<file path="src/rtl/demux_1a2_reg_if.sv">
// ----------------------------------------------------------------------------
// demux_1a2_reg_if
//   Handshake bundle for the registered 1-to-2 demultiplexer.
//
//   Input channel : entrada, entrada_valida, sel  (upstream -> block)
//                   entrada_lista                 (block -> upstream)
//   Output ch. 0  : salida_0, salida_0_valida     (block -> consumer 0)
//                   salida_0_lista                (consumer 0 -> block)
//   Output ch. 1  : salida_1, salida_1_valida     (block -> consumer 1)
//                   salida_1_lista                (consumer 1 -> block)
//
//   Modports:
//     master : the side that feeds words in and consumes both outputs
//     slave  : the demultiplexer itself
// ----------------------------------------------------------------------------
interface demux_1a2_reg_if #(
    parameter int ANCHO = 11
) ();

    logic [ANCHO-1:0] entrada;
    logic             entrada_valida;
    logic             sel;
    logic             entrada_lista;

    logic [ANCHO-1:0] salida_0;
    logic             salida_0_valida;
    logic             salida_0_lista;

    logic [ANCHO-1:0] salida_1;
    logic             salida_1_valida;
    logic             salida_1_lista;

    modport master (
        output entrada,
        output entrada_valida,
        output sel,
        input  entrada_lista,
        input  salida_0,
        input  salida_0_valida,
        output salida_0_lista,
        input  salida_1,
        input  salida_1_valida,
        output salida_1_lista
    );

    modport slave (
        input  entrada,
        input  entrada_valida,
        input  sel,
        output entrada_lista,
        output salida_0,
        output salida_0_valida,
        input  salida_0_lista,
        output salida_1,
        output salida_1_valida,
        input  salida_1_lista
    );

endinterface : demux_1a2_reg_if

</file>
<file path="src/rtl/demux_1a2_reg.sv">
// ----------------------------------------------------------------------------
// demux_1a2_reg
//   Registered 1-to-2 demultiplexer. Each word presented on the input channel
//   is steered by `sel` into one of two 2-entry buffers; each buffer drains
//   through its own valid/ready handshake, so a stalled consumer only stalls
//   the words aimed at it.
//
//   Ports:
//     clk      : single clock, rising edge
//     rst_n    : asynchronous active-low reset (empties and clears buffers)
//     vaciar   : synchronous flush of both buffers (storage left untouched)
//     bus      : demux_1a2_reg_if.slave (input channel + two output channels)
//     cuenta_0 : 16-bit pop counter of channel 0   (DEMUX_1A2_CONTADORES_EN)
//     cuenta_1 : 16-bit pop counter of channel 1   (DEMUX_1A2_CONTADORES_EN)
//
//   Optional feature macro: DEMUX_1A2_CONTADORES_EN
//     Defined   -> per-channel wrapping pop counters and their output ports.
//     Undefined -> no counters, no extra ports; behaviour otherwise identical.
//
//   entrada_lista depends only on registered full flags and `sel`; there is
//   no combinational path from either salida_x_lista to the input side.
// ----------------------------------------------------------------------------
module demux_1a2_reg #(
    parameter int ANCHO = 11
) (
    input  logic                 clk,
    input  logic                 rst_n,
    input  logic                 vaciar,
    demux_1a2_reg_if.slave       bus
`ifdef DEMUX_1A2_CONTADORES_EN
    ,
    output logic [15:0]          cuenta_0,
    output logic [15:0]          cuenta_1
`endif
);

    // Storage: [channel][entry]
    logic [ANCHO-1:0] mem_r [2][2];
    logic [1:0]       count_r [2];
    logic [1:0]       wptr_r;
    logic [1:0]       rptr_r;
    logic [1:0]       full_r;

    logic [1:0]       push_s;
    logic [1:0]       pop_s;
    logic [1:0]       lista_out_s;
    logic [1:0]       count_nxt_s [2];
    logic             entrada_lista_s;

    // Input acceptance: only the full flag of the addressed channel matters
    always_comb begin
        entrada_lista_s = 1'b1;
        if (bus.sel == 1'b1) begin
            entrada_lista_s = ~full_r[1];
        end else begin
            entrada_lista_s = ~full_r[0];
        end
    end

    // Push/pop strobes; sel is qualified by entrada_valida so an idle sel
    // value never reaches the state
    always_comb begin
        lista_out_s[0] = bus.salida_0_lista;
        lista_out_s[1] = bus.salida_1_lista;
        push_s[0] = bus.entrada_valida & entrada_lista_s & ~bus.sel;
        push_s[1] = bus.entrada_valida & entrada_lista_s &  bus.sel;
        for (int c = 0; c < 2; c++) begin
            pop_s[c] = (count_r[c] != 2'd0) & lista_out_s[c];
        end
    end

    // Next occupancy per channel; a push into a full buffer never happens
    // because entrada_lista was low, so the +1 case cannot overflow
    always_comb begin
        for (int c = 0; c < 2; c++) begin
            count_nxt_s[c] = count_r[c];
            case ({push_s[c], pop_s[c]})
                2'b10:   count_nxt_s[c] = count_r[c] + 2'd1;
                2'b01:   count_nxt_s[c] = count_r[c] - 2'd1;
                2'b11:   count_nxt_s[c] = count_r[c];
                2'b00:   count_nxt_s[c] = count_r[c];
                default: count_nxt_s[c] = count_r[c];
            endcase
        end
    end

    // Buffer state: reset clears storage, flush only rewinds pointers/counts
    always_ff @(posedge clk or negedge rst_n) begin
        if (!rst_n) begin
            for (int c = 0; c < 2; c++) begin
                count_r[c] <= 2'd0;
                for (int e = 0; e < 2; e++) begin
                    mem_r[c][e] <= {ANCHO{1'b0}};
                end
            end
            wptr_r <= 2'b00;
            rptr_r <= 2'b00;
            full_r <= 2'b00;
        end else if (vaciar) begin
            for (int c = 0; c < 2; c++) begin
                count_r[c] <= 2'd0;
            end
            wptr_r <= 2'b00;
            rptr_r <= 2'b00;
            full_r <= 2'b00;
        end else begin
            for (int c = 0; c < 2; c++) begin
                if (push_s[c]) begin
                    mem_r[c][wptr_r[c]] <= bus.entrada;
                    wptr_r[c]           <= ~wptr_r[c];
                end else begin
                    wptr_r[c]           <= wptr_r[c];
                end
                if (pop_s[c]) begin
                    rptr_r[c] <= ~rptr_r[c];
                end else begin
                    rptr_r[c] <= rptr_r[c];
                end
                count_r[c] <= count_nxt_s[c];
                full_r[c]  <= (count_nxt_s[c] == 2'd2);
            end
        end
    end

`ifdef DEMUX_1A2_CONTADORES_EN
    logic [15:0] cuenta_0_r;
    logic [15:0] cuenta_1_r;

    // Pop counters: survive a flush, and a flush cycle's pop is not a pop
    always_ff @(posedge clk or negedge rst_n) begin
        if (!rst_n) begin
            cuenta_0_r <= 16'h0000;
            cuenta_1_r <= 16'h0000;
        end else if (vaciar) begin
            cuenta_0_r <= cuenta_0_r;
            cuenta_1_r <= cuenta_1_r;
        end else begin
            if (pop_s[0]) begin
                cuenta_0_r <= cuenta_0_r + 16'd1;
            end else begin
                cuenta_0_r <= cuenta_0_r;
            end
            if (pop_s[1]) begin
                cuenta_1_r <= cuenta_1_r + 16'd1;
            end else begin
                cuenta_1_r <= cuenta_1_r;
            end
        end
    end

    assign cuenta_0 = cuenta_0_r;
    assign cuenta_1 = cuenta_1_r;
`endif

    // Outputs are selected straight from registered state
    assign bus.entrada_lista   = entrada_lista_s;
    assign bus.salida_0        = mem_r[0][rptr_r[0]];
    assign bus.salida_1        = mem_r[1][rptr_r[1]];
    assign bus.salida_0_valida = (count_r[0] != 2'd0);
    assign bus.salida_1_valida = (count_r[1] != 2'd0);

endmodule : demux_1a2_reg

</file>
<file path="src/flat_wrapper.sv">
// flat-port wrapper written by rule: the top's interface ports become plain ports
module demux_1a2_reg_flat 
#(
    parameter int ANCHO = 11
)
  (clk, rst_n, vaciar, bus_entrada, bus_entrada_valida, bus_sel, bus_entrada_lista, bus_salida_0, bus_salida_0_valida, bus_salida_0_lista, bus_salida_1, bus_salida_1_valida, bus_salida_1_lista);
  demux_1a2_reg_if #(.ANCHO(ANCHO)) bus_i ();
  input  logic clk;
  input  logic rst_n;
  input  logic vaciar;
  input wire logic [$bits(bus_i.entrada)-1:0] bus_entrada;
  input wire logic [$bits(bus_i.entrada_valida)-1:0] bus_entrada_valida;
  input wire logic [$bits(bus_i.sel)-1:0] bus_sel;
  output wire logic [$bits(bus_i.entrada_lista)-1:0] bus_entrada_lista;
  output wire logic [$bits(bus_i.salida_0)-1:0] bus_salida_0;
  output wire logic [$bits(bus_i.salida_0_valida)-1:0] bus_salida_0_valida;
  input wire logic [$bits(bus_i.salida_0_lista)-1:0] bus_salida_0_lista;
  output wire logic [$bits(bus_i.salida_1)-1:0] bus_salida_1;
  output wire logic [$bits(bus_i.salida_1_valida)-1:0] bus_salida_1_valida;
  input wire logic [$bits(bus_i.salida_1_lista)-1:0] bus_salida_1_lista;
  assign bus_i.entrada = bus_entrada;
  assign bus_i.entrada_valida = bus_entrada_valida;
  assign bus_i.sel = bus_sel;
  assign bus_entrada_lista = bus_i.entrada_lista;
  assign bus_salida_0 = bus_i.salida_0;
  assign bus_salida_0_valida = bus_i.salida_0_valida;
  assign bus_i.salida_0_lista = bus_salida_0_lista;
  assign bus_salida_1 = bus_i.salida_1;
  assign bus_salida_1_valida = bus_i.salida_1_valida;
  assign bus_i.salida_1_lista = bus_salida_1_lista;
  demux_1a2_reg #(.ANCHO(ANCHO)) u_core (.clk(clk), .rst_n(rst_n), .vaciar(vaciar), .bus(bus_i));
endmodule
</file>
<file path="config.mk">
export PLATFORM = sky130hd
export DESIGN_NAME = demux_1a2_reg_flat
export DESIGN_NICKNAME = d
export VERILOG_FILES = /design/src/rtl/demux_1a2_reg_if.sv /design/src/rtl/demux_1a2_reg.sv /design/src/flat_wrapper.sv
export SDC_FILE = /design/constraint.sdc
export NUM_CORES = 1
export LEC_CHECK = 0
export CORE_MARGIN = 1.5
export CORE_UTILIZATION = 52
export DETAILED_ROUTE_END_ITERATION = 16
export PLACE_DENSITY_LB_ADDON = 0.25
export REMOVE_ABC_BUFFERS = 1
export SLEW_MARGIN = 30
export SYNTH_ARGS = -nofsm -noshare
export SYNTH_HDL_FRONTEND = slang
export SYNTH_SLANG_ARGS = --single-unit
</file>
<file path="constraint.sdc">
create_clock -name clk -period 1.7 [get_ports clk]
set_input_delay 0.34 -clock clk [delete_from_list [all_inputs] [get_ports clk]]
set_output_delay 0.34 -clock clk [all_outputs]
set_load 0.1 [all_outputs]
</file>
==> impl_metrics.py, run 1 <==
metrics = {
    "sta": {
        "hold_violations": 0,
        "maxSlewHeadroom": 0.805,
        "timing.final.crit_share": 1.03,
        "tns_ns": -0.508,
        "fin_crit_ns": 1.75,
        "finalSetupViolCount": 15,
        "worstMarginPinSlew_ns": 0.292,
        "skew_ns": 0.0106,
        "worst_hold_slack_ns": 0.0129,
        "fmax_mhz": 571,
        "setup_slack_ns": -0.0509,
        "grt_setup_unrepaired": "yes",
        "drv_slew": 0,
    },
    "final_layout": {
        "final_area_mm2": 0.00366,
        "fillerInstances": 249,
        "final_cell_mix": "53 x dfrtp_1, 40 x mux2_2, 26 x mux2_4, 26 x buf_12, 25 x buf_4",
        "drive_gt1_frac": 0.573,
        "diodes": 0,
        "synthToLayoutAreaGrowth_pct": 47.0,
        "final_common_cell": "dfrtp_1",
        "fin_nets": 265,
    },
    "placement": {
        "postPlaceCellArea_mm2": 0.00334,
        "pre_cts_slack_ns": -0.429,
        "port_buffers": 42,
        "gp_congestion": 0.712,
        "post-dp-hpwl_mm": 3.97,
    },
    "die": {
        "die_area_mm2": 0.00522,
        "ios": 43,
        "rows": 25,
        "start_util": 0.535,
        "die_h_um": 72.3,
        "die_w_um": 72.3,
        "core_area_mm2": 0.00466,
    },
    "outcome": {
        "status": "finished with violations",
        "violations": "negative setup slack",
    },
    "clock_tree": {
        "cts.sinks": 54,
        "clk_pin_slew_ns": 0.10,
        "numCtsBuffers": 5,
        "cts_max_level": 2,
        "cts_buffer_depth": 2,
        "clock_latency_ns": 0.31,
        "cts-root-buf": "clkbuf_8",
        "tritoncts": "built",
    },
    "global_routing": {
        "antenna_found_initial": 0,
        "grt_pass1_wl_mm": 9.00,
        "grt_usage": 0.228,
        "grt_max_degree": 55,
        "grt-ovfl-total": 0,
        "grt_pass1_vias": 1855,
    },
    "pwr": {
        "clockPowerShare": 0.150,
        "swShare": 0.428,
        "switching_power_uw": 2900,
        "p_comb_frac": 0.570,
        "ir_drop_mv": 1.02,
        "pwr-share-seq": 0.280,
        "intPower_uw": 3880,
        "power.leakage_uw": 0.00168,
        "power-per-cell-area_mw_per_mm2": 1850,
        "p_total_uw": 6780,
    },
    "drt": {
        "ant_nets": 0,
        "routed-via-count": 1660,
        "via_per_inst": 5.53,
        "drt-initial-drc-count": 79,
        "drtPass1Iterations": 4,
        "wire_per_inst_um": 19.6,
        "drt-total-wl_mm": 5.89,
        "drcViolationCount": 0,
    },
    "critical_path": {
        "critical_path.max_stage_delay_ns": 0.45,
        "crit_cells": 3,
        "path_max_fanout": 4,
        "startpoint_type": "register",
        "path_class": "reg2out",
        "cp.required_ns": 1.36,
        "slowest_stage": "dfrtp_1",
        "cp_top_family": "flip-flops",
        "critPathArrivalTime_ns": 1.41,
        "timing.reg2reg.setup_slack_ns": 0.03,
        "r2r-end": "u_core.mem_r[40]$_DFFE_PN0P_",
        "critPathCaptureType": "output pin",
        "rr_worst_depth": 5,
        "worstPathCellList": "buf_6, mux2_4, buf_12",
        "r2r_start": "u_core.full_r[0]$_DFF_PN0_",
        "crit_buf_inv": 2,
    },
    "synthesis": {
        "syn_area_mm2": 0.00249,
        "netlist.area_leader.share": 0.542,
        "seq_area_frac_synth": 0.542,
        "synth_cell_types": 27,
        "synth.area.top_cells": "dfrtp_1 54%, mux2_2 25%, mux2_4 6.0%",
        "synth_cells": 173,
        "ys_ff_latch": 54,
        "synth_area_per_cell_um2": 14.4,
        "synth_top_cell_by_area": "dfrtp_1",
        "yosysWarnings": 0,
    },
    "hold_path": {
        "hold_path.class": "in2async",
    },
    "job": {
        "cap_violations": 0,
    },
}
synthesized netlist by cell type:
master	instances
xnor2_1	7
inv_1	2
or2_1	1
or3_1	2
nor2b_1	4
nand3_1	1
a22oi_1	2
nor4b_2	1
o21ai_0	2
ha_1	2
nand2_1	1
mux2_4	10
o21a_1	2
nor3_1	2
or2_2	2
nor2_1	7
a21oi_1	3
buf_2	3
mux2_2	56
nand3b_1	1
mux2i_1	1
clkbuf_1	1
nand4bb_1	1
buf_6	3
and2b_1	1
dfrtp_1	54
nor3b_1	1
kinds of logic (layout without fill, tap and decap cells):
family,Yosys count,in the layout,synth area share
flops,54,54,0.542
xor+xnor,7,7,0.0246
buf+inv,9,82,0.0241
fa+ha+maj,2,2,0.0100
simple gates,25,25,0.0602
compound gates,9,9,0.0221
mux,67,67,0.317
power groups by stage:
stage | Combinational [µW] | Clock, µW | Sequential (µW)
after floorplan | 2430 | 0 | 1840
after global placement | 3610 | 0 | 1850
after detailed placement | 3690 | 0 | 1900
after CTS | 3740 | 1030 | 1880
after global routing | 3980 | 1080 | 1940
final | 3860 | 1020 | 1900
routing by layer:
layer	up-vias	share of wire	track usage
met3	9	0.023	0.0458
met2	28	0.56	0.420
met1	868	0.40	0.272
met4	0	0.013	0.0608
met5	-	0	0
li1	755	-	-
per-stage QoR:
stage           util  cells
4_1_cts        0.760    294
3_5_place_dp   0.718    283
5_1_grt        0.786    300
3_3_place_gp   0.718    283
6_report       0.786    300
2_1_floorplan      -    166
final cells by class:
type / instances / area [µm²] / area share
clock buffers: 5 / 68.8 / 0.0188
clock inverters: 3 / 68.8 / 0.0188
inverters: 2 / 7.51 / 0.00205
multi-input cells: 110 / 1180 / 0.323
flip-flops and latches: 54 / 1350 / 0.369
well taps: 54 / 67.6 / 0.0184
repair buffers: 72 / 915 / 0.250
repair_timing:
action | CTS | global route
hold buffers | 0 | 0
gates resized for setup | 9 | 24
setup buffers | 3 | 6
pin swaps | 0 | 1
endpoints found under the setup margin | 25 | 35
flip-flops by register name, indices dropped and copies added (netlist names):
register	flops
u_core.wptr_r	2
u_core.rptr_r	2
u_core.mem_r	44
u_core.full_r	2
u_core.count_r	4
how the worst max path moves through the flow:
stage                                 start                     endpoint  slack, ns
6_report       u_core.rptr_r[0]$_DFFE_PN0P_              bus_salida_0[2]      -0.05
5_1_grt        u_core.rptr_r[0]$_DFFE_PN0P_              bus_salida_0[2]      -0.09
4_1_cts        u_core.rptr_r[1]$_DFFE_PN0P_              bus_salida_1[2]      -0.04
3_5_place_dp                        bus_sel  u_core.count_r[3]$_DFF_PN0_      -0.43
3_3_place_gp                        bus_sel  u_core.count_r[3]$_DFF_PN0_      -0.33
2_1_floorplan                       bus_sel            bus_entrada_lista      -0.56
(Power assumes the default switching activity.)
==> run 2: changes to the inputs <==
ABC_CLOCK_PERIOD_IN_PS = 1700   (was default)
CORE_UTILIZATION = 54   (was 52)
CTS_BUF_LIST = sky130_fd_sc_hd__clkbuf_8   (was default)
RECOVER_POWER = 25   (was default)
==> run 2 against run 1 <==
Compared with the run above: the run still ends with negative setup slack left; design area fell by 2.7%; highest routed layer unchanged; sequential share of layout area rose by 1.1 points; critical endpoint is now bus_salida_1[8]; register-to-register slack improved by 0.08 ns; count of clock-buffer cells in the layout rose by 1; first-iteration DRC count rose by 56%; critical path type unchanged; combinational power fell by 2%.
==> impl_metrics.py, run 2 (synthesis gave the netlist of run 1 again) <==
metrics = {
    "outcome": {
        "status": "finished with violations",
        "violations": "negative setup slack",
    },
    "sta": {
        "worst_hold_slack_ns": 0.392,
        "worstMarginPinSlew_ns": 1.29,
        "maxSlewHeadroom": 0.138,
        "setup_slack_ns": -0.0257,
        "fmax_mhz": 579,
        "grt_setup_unrepaired": "yes",
        "skew_ns": 0.00752,
        "timing.final.crit_share": 1.02,
        "hold_violations": 0,
        "drv_slew": 0,
        "finalSetupViolCount": 13,
        "fin_crit_ns": 1.73,
    },
    "final_layout": {
        "diodes": 0,
        "fin_nets": 256,
        "top_regs": "u_core.mem_r (44), u_core.count_r (4)",
        "regMostFlops": "u_core.mem_r",
        "drive_gt1_frac": 0.547,
        "synthToLayoutAreaGrowth_pct": 43.0,
        "final_cell_mix": "52 x dfrtp_1, 40 x mux2_2, 26 x mux2_4, 26 x buf_12",
        "final_area_mm2": 0.00357,
        "finalCoreUtilization": 0.813,
        "largest_reg_flops": 44,
        "final_common_cell": "dfrtp_1",
    },
    "critical_path": {
        "r2r_start": "u_core.full_r[0]$_DFF_PN0_",
        "r2r-end": "u_core.count_r[3]$_DFF_PN0_",
        "startpoint_type": "register",
        "cp_top_family": "flip-flops",
        "path_max_fanout": 5,
        "slowest_stage": "dfrtp_2",
        "critPathArrivalTime_ns": 1.39,
        "path_class": "reg2out",
        "worstPathCellList": "buf_6, mux2_2, buf_12",
        "crit_buf_inv": 2,
        "cp.required_ns": 1.36,
        "critPathCaptureType": "output pin",
        "rr_worst_depth": 6,
        "timing.reg2reg.setup_slack_ns": 0.11,
        "critical_path.max_stage_delay_ns": 0.42,
    },
    "global_routing": {
        "grt_pass1_wl_mm": 8.52,
        "use_met3": 0.0513,
        "grt_pass1_vias": 1721,
        "antenna_found_initial": 0,
        "top_usage_layer": "met2",
        "grt_usage": 0.218,
        "grt_max_degree": 55,
        "grtUsageMet2": 0.370,
        "grt-ovfl-total": 0,
        "grtUsageMet1": 0.289,
    },
    "clock_tree": {
        "numCtsBuffers": 5,
        "clock_latency_ns": 0.31,
        "cts-root-buf": "clkbuf_8",
        "cts.sinks": 54,
        "clk_pin_slew_ns": 0.09,
        "cts_buffer_depth": 2,
        "cts_hold_buf": 0,
        "cts_max_level": 2,
        "tritoncts": "built",
    },
    "die": {
        "die_h_um": 71.0,
        "die_w_um": 71.0,
        "rows": 24,
        "die_area_mm2": 0.00503,
        "core_area_mm2": 0.00438,
        "start_util": 0.569,
        "ios": 43,
    },
    "placement": {
        "gp_congestion": 0.721,
        "post-dp-hpwl_mm": 3.68,
        "port_buffers": 42,
        "postPlaceCellArea_mm2": 0.00335,
    },
    "pwr": {
        "power-per-cell-area_mw_per_mm2": 1840,
        "p_total_uw": 6570,
        "ir_drop_mv": 1.13,
        "power.leakage_uw": 0.00162,
    },
    "drt": {
        "drt-total-wl_mm": 5.19,
        "via_per_inst": 5.44,
        "drcViolationCount": 0,
        "wire_per_inst_um": 18.0,
        "drt-initial-drc-count": 123,
        "ant_nets": 0,
        "routed-via-count": 1566,
        "drtPass1Iterations": 3,
    },
    "job": {
        "cap_violations": 0,
    },
    "hold_path": {
        "hold_path.class": "in2async",
    },
}
[run 2: changes by cell type in the layout (fill, tap and decap cells not counted), sizes merged]
cell	delta
clkdlybuf4s50	+1
clkdlybuf4s15	+1
dlygate4sd2	-1
bufinv	-1
clkinv	-1
buf	-10
clkbuf	+1
[run 2: worst reg2reg max path, cell delays in order (launching register included)]
cell and delay, ns:
dfrtp_2 0.46, nor3b_4 0.20, inv_1 0.07, ha_2 0.19
xnor2_1 0.13, or3_1 0.33, a21oi_2 0.15
[run 2: power breakdown]
part	total [µW]	switching, µW	internal, µW
sequential	1900	245	1660
combinational	3790	2190	1600
clock	874	402	472
total	6570	2840	3730
[run 2: layer usage]
metal	up-vias	share of wire
met5	-	0
met4	0	0.0073
met3	5	0.032
met2	28	0.52
met1	799	0.44
li1	734	-
[run 2: cell type report]
type                    instances  area (µm²)
clock buffers                   6        82.6
clock inverters                 1        30.0
fillers                       233         818
inverters                       2        7.51
multi-input cells             110        1170
flip-flops and latches         54        1350
well taps                      52        65.1
repair buffers                 63         855
[run 2: worst max path at each step]
stage	startpoint	to	slack, ns	depth (start not counted)
2_1_floorplan	bus_sel	bus_entrada_lista	-0.56	1
3_3_place_gp	bus_sel	u_core.count_r[3]$_DFF_PN0_	-0.33	7
3_5_place_dp	bus_sel	u_core.count_r[3]$_DFF_PN0_	-0.42	7
4_1_cts	u_core.rptr_r[1]$_DFFE_PN0P_	bus_salida_1[10]	-0.06	3
5_1_grt	u_core.rptr_r[1]$_DFFE_PN0P_	bus_salida_1[8]	-0.06	3
6_report	u_core.rptr_r[1]$_DFFE_PN0P_	bus_salida_1[8]	-0.03	3
[run 2: what timing repair did]
item | in CTS | in global routing
resized for setup | 14 | 18
setup buffers | 0 | 1
endpoints found under the setup margin | 22 | 33
pin swaps | 0 | 1
[run 2: through the flow]
stage               instances  setup WS (ns)  setup TNS (ns)
CTS                       287        -0.0603          -0.671
floorplan                 166         -0.561          -0.561
global route              288        -0.0598          -0.853
global placement          280         -0.329           -8.98
finish                    288        -0.0257          -0.173
detailed placement        280         -0.420          -11.21
